--- config.mk ---
export PLATFORM = sky130hd
export DESIGN_NAME = pos_acc_shifted
export DESIGN_NICKNAME = d
export VERILOG_FILES = /design/src/rtl/pos_acc_shifted.sv
export SDC_FILE = /design/constraint.sdc
export NUM_CORES = 1
export LEC_CHECK = 0
export ABC_AREA = 0
export CORE_MARGIN = 10
export CORE_UTILIZATION = 50
export DETAILED_ROUTE_END_ITERATION = 7
export GPL_TIMING_DRIVEN = 0
export HOLD_SLACK_MARGIN = 0.03
export PLACE_DENSITY = 0.8
export SLEW_MARGIN = 15
export SYNTH_ARGS = -nofsm -noshare
export SYNTH_HDL_FRONTEND = slang
export SYNTH_SLANG_ARGS = --single-unit
--- constraint.sdc ---
create_clock -name clk -period 6.39 [get_ports clk]
set_input_delay 0.639 -clock clk [delete_from_list [all_inputs] [get_ports clk]]
set_output_delay 0.639 -clock clk [all_outputs]
set_load 0.1 [all_outputs]
--- src/rtl/pos_acc_shifted.sv ---
// Chunk-serial shifted accumulator: acc <= acc +/- (b << shift) mod 2^N_BITS_ACC.
// One CHUNK-wide add per cycle with a registered carry between chunks.
module pos_acc_shifted #(
  parameter int N_BITS_ACC = 32,
  parameter int N_BITS_IN  = 16,
  parameter int CHUNK      = 8,
  parameter int SHIFT_BITS = 5
) (
  input  logic                  clk,
  input  logic                  rst,
  input  logic                  clr,
  input  logic                  in_valid,
  output logic                  in_ready,
  input  logic [N_BITS_IN-1:0]  b,
  input  logic [SHIFT_BITS-1:0] shift,
  input  logic                  sub,
  output logic [N_BITS_ACC-1:0] acc,
  output logic                  ovf,
  output logic                  done
);

  localparam int NCHUNK = N_BITS_ACC / CHUNK;
  localparam int KW     = (NCHUNK > 1) ? $clog2(NCHUNK) : 1;
  localparam int WW     = N_BITS_ACC + N_BITS_IN + (1 << SHIFT_BITS);

  typedef enum logic {IDLE, RUN} state_e;

  state_e                state_q;
  logic [N_BITS_ACC-1:0] acc_q;
  logic [N_BITS_ACC-1:0] work_q;
  logic [N_BITS_ACC-1:0] op_q;
  logic [N_BITS_ACC-1:0] work_d;
  logic                  ovf_q;
  logic                  done_q;
  logic                  sub_q;
  logic                  carry_q;
  logic                  trunc_q;
  logic [KW-1:0]         k_q;
  logic [WW-1:0]         wide;
  logic [CHUNK-1:0]      op_c;
  logic [CHUNK:0]        sum_c;
  logic                  last;

  // Wide shift so bits pushed past the accumulator can be detected.
  always_comb begin
    wide   = WW'(b) << shift;
    op_c   = op_q[k_q*CHUNK +: CHUNK];
    if (sub_q) op_c = ~op_c;
    sum_c  = {1'b0, work_q[k_q*CHUNK +: CHUNK]}
           + {1'b0, op_c}
           + (CHUNK+1)'(carry_q);
    work_d = work_q;
    work_d[k_q*CHUNK +: CHUNK] = sum_c[CHUNK-1:0];
    last   = (k_q == KW'(NCHUNK - 1));
  end

  always_ff @(posedge clk) begin
    if (rst) begin
      state_q <= IDLE;
      acc_q   <= '0;
      work_q  <= '0;
      op_q    <= '0;
      ovf_q   <= 1'b0;
      done_q  <= 1'b0;
      sub_q   <= 1'b0;
      carry_q <= 1'b0;
      trunc_q <= 1'b0;
      k_q     <= '0;
    end else begin
      done_q <= 1'b0;
      unique case (state_q)
        IDLE: begin
          if (in_valid) begin
            op_q    <= wide[N_BITS_ACC-1:0];
            trunc_q <= |wide[WW-1:N_BITS_ACC];
            sub_q   <= sub;
            carry_q <= sub;
            work_q  <= clr ? '0 : acc_q;
            k_q     <= '0;
            state_q <= RUN;
            if (clr) ovf_q <= 1'b0;
          end else if (clr) begin
            acc_q <= '0;
            ovf_q <= 1'b0;
          end
        end
        RUN: begin
          work_q  <= work_d;
          carry_q <= sum_c[CHUNK];
          k_q     <= k_q + 1'b1;
          if (last) begin
            // Subtract wraps when the final borrow is present.
            acc_q   <= work_d;
            ovf_q   <= ovf_q | trunc_q | (sub_q ^ sum_c[CHUNK]);
            done_q  <= 1'b1;
            state_q <= IDLE;
          end
        end
        default: state_q <= IDLE;
      endcase
    end
  end

  assign in_ready = (state_q == IDLE);
  assign acc      = acc_q;
  assign ovf      = ovf_q;
  assign done     = done_q;

endmodule
==> flow_metrics.py <==
metrics = {
    "run_status": {
        "status": "finished clean",
    },
    "logic_synthesis": {
        "syn_nets": 763,
        "async_flop_share_pct": 0,
        "yosysSeqAreaShare_pct": 33.6,
        "synth.area.top_cells": "dfxtp_1 34%, mux4_2 8.7%, a21oi_1 5.2%, nor2_1 4.6%, nand2_1 4.4%",
        "yosys_warnings": 0,
        "synth.top_cell.area_share_pct": 33.6,
        "synth_ff_type": "dfxtp_1",
        "netlist_instances": 722,
        "synth_top_area_cell": "dfxtp_1",
        "synth-edff-count": 0,
        "ys_top_cells_by_count": "104 x dfxtp_1, 76 x nor2_1, 72 x nand2_1",
        "synth_cell_types": 62,
        "synth_area_per_cell_um2": 8.59,
        "syn_area_um2": 6200,
        "ys_ff_latch": 104,
        "yosys.cell_count.top_type": "dfxtp_1",
    },
    "clocking": {
        "clk_pin_slew_worst_paths_ps": 80,
        "cts_tree": "built",
        "post-cts-setup-buffers": 0,
        "insertion_delay_ps": 370,
        "post_cts_resized": 0,
        "cts_buffer_depth": 2,
        "cts-root-buf": "clkbuf_16",
        "clock_sinks": 104,
        "postCtsHoldBufs": 0,
        "h-tree-depth": 3,
        "numCtsBuffers": 9,
    },
    "min_path": {
        "hold_path_class": "register to register",
        "hold_depth": 2,
    },
    "run": {
        "max-cap-violations": 0,
    },
    "route": {
        "drt_iter0_drc": 608,
        "drt_pass1_iterations": 8,
        "wl_per_cell_um": 21.3,
        "drt_wl_total_mm": 20.4,
        "drc": 0,
        "viasPerCell": 6.54,
        "final_antenna_net_count": 0,
        "num_vias": 6271,
    },
    "power_and_ir_drop": {
        "peakVddDrop_v": 0.000138,
        "internal_power_mw": 1.16,
        "switchingPower_mw": 0.553,
        "p_leak_nw": 2.64,
        "power_mw": 1.71,
        "power.density_nw_per_um2": 235,
        "p_comb_share_pct": 22.9,
        "seq_power_share_pct": 40.8,
        "switching_share_pct": 32.3,
        "clockPowerShare_pct": 36.3,
    },
    "sta": {
        "skew_ps": 14.7,
        "setup_viol": 0,
        "rsz0062_at_grt": "false",
        "hold_viol": 0,
        "fmax_mhz": 214,
        "finalCritPeriodShare_pct": 73.2,
        "relSlewSlack_pct": 19.5,
        "slew_viol_final": 0,
        "finalSetupTns_ps": 0,
        "min_period_ps": 4680,
        "tightestPinTransition_ps": 1200,
    },
    "layout": {
        "synthToLayoutAreaGrowth_pct": 17.2,
        "register_area_um2": 2080,
        "antenna_cells": 0,
        "drive_gt1_share_pct": 9.48,
        "multi_input_area_um2": 3770,
        "fin_cells": 959,
        "post-route-util_pct": 60.3,
        "finalNetCount": 827,
        "fillCellCount": 1072,
    },
    "die": {
        "num_rows": 40,
        "ios": 61,
        "core_um2": 12100,
        "die_y_um": 131,
        "die_area_um2": 17300,
        "die_w_um": 131,
        "initial_core_util_pct": 51.4,
    },
    "global_routing": {
        "grt_remaining_overflow": 0,
        "grt_pass1_vias": 6038,
        "antenna_found_initial": 0,
        "grt_pass1_wl_mm": 32.2,
        "grt_use_total_pct": 22.6,
        "grt_max_degree": 19,
    },
    "place": {
        "io_buffers": 53,
        "dp_hpwl_mm": 15.4,
        "place_inst": 943,
        "place.gp.congestion": 1.01,
    },
    "setup_path": {
        "crit_path_end_kind": "register",
        "cpPeakStageDelay_ps": 680,
        "path_buf_inv": 2,
        "cp_max_fo": 10,
        "cp_top_family": "buffers and inverters",
        "arrival_ps": 4930,
        "start_kind": "register",
        "r2r_cells": 13,
        "cp.required_ps": 6640,
        "cp.depth": 13,
        "crit_chain": "clkbuf_1 -> clkbuf_1 -> mux4_2 -> xnor2_1 -> fa_1 -> fa_1 -> nor2b_1 -> o21a_1 -> o21ai_2 -> a21oi_1 -> o21ai_0 -> o21ai_0 -> a21oi_1",
        "critPathSlowestCell": "clkbuf_1",
        "critPathKind": "register to register",
    },
}
## kinds of logic after synthesis
kind of cell	Yosys count	share of synthesized area (%)
flops	104	33.6
simple gates	232	17.0
buf+inv	82	5.71
xor+xnor	9	1.27
compound gates	233	26.7
mux	47	12.5
fa+ha+maj	15	3.27
## worst paths after layout
| kind | start | endpoint | slack [ps] |
|---|---|---|---|
| max | k_q[1] | ovf | 1710 |
| min | acc[26] | acc[26] | 460 |
| max reg2reg | k_q[1] | ovf | 1710 |
| min reg2reg | acc[26] | acc[26] | 460 |
## per-stage QoR
stage	setup WS, ps	instance area [um^2]	hold WS [ps]
final	1710	7270	462
after global routing	1440	7270	488
after CTS	1720	7270	459
after detailed placement	1760	6940	450
after global placement	1780	6940	442
after floorplan	2820	6200	433
## power groups by stage
stage / combinational (mW) / sequential [mW] / clock [mW]
after global placement: 0.378 / 0.710 / 0
after floorplan: 0.238 / 0.746 / 0
after global routing: 0.419 / 0.701 / 0.639
after CTS: 0.386 / 0.696 / 0.616
final: 0.392 / 0.698 / 0.620
after detailed placement: 0.384 / 0.711 / 0
## sequential cells by signal, indices dropped and copies added, names as in the netlist
signal / flops
state_q: 1
sub_q: 1
done: 1
ovf: 1
op_q: 32
trunc_q: 1
carry_q: 1
work_q: 32
k_q: 2
acc: 32
## cells in the final DEF (no fill, tap or decap), types with 5 or more instances in the layout
cell type / count
a211oi_1: 12
a21o_1: 7
a21oi_1: 64
a221oi_1: 7
a22o_1: 20
a22oi_1: 20
a311oi_1: 12
a31oi_1: 6
a32oi_1: 9
and3_1: 8
buf_2: 12
clkbuf_1: 37
clkbuf_16: 9
clkdlybuf4s50_1: 53
dfxtp_1: 104
ha_1: 13
inv_1: 16
inv_2: 8
mux2i_1: 20
mux4_2: 24
nand2_1: 72
nand3_1: 20
nand4_1: 7
nor2_1: 76
nor2b_1: 7
nor3_1: 17
o21a_1: 7
o21ai_0: 17
o21ai_1: 6
o22ai_1: 5
o2bb2ai_1: 12
o31ai_1: 7
o32ai_1: 5
xnor2_1: 7
## tightest hold or removal path, delay by kind of cell, from the launching register on
family	cells	cell delay, ps
DFF	1	320
AOI/OAI and AO/OA	1	50
and+or+nand+nor	1	50
## routing by layer
layer / GRT usage [%] / wire (um) / vias up
li1: - / - / 2842
met1: 26.9 / 8390 / 3034
met2: 37.4 / 9690 / 325
met3: 5.72 / 1510 / 70
met4: 10.6 / 799 / 0
met5: 0 / 0 / -
## cell type report
cell class                 count  area share [%]
buffer                        56            3.53
clock buffer                   9            3.10
clock inverter                 7            1.38
inverter                      26            1.34
multi-input combinational    536            51.8
sequential                   104            28.6
tap                          168            2.89
timing repair buffer          53            7.30
Note: power is estimated with default switching activity, not from simulation.
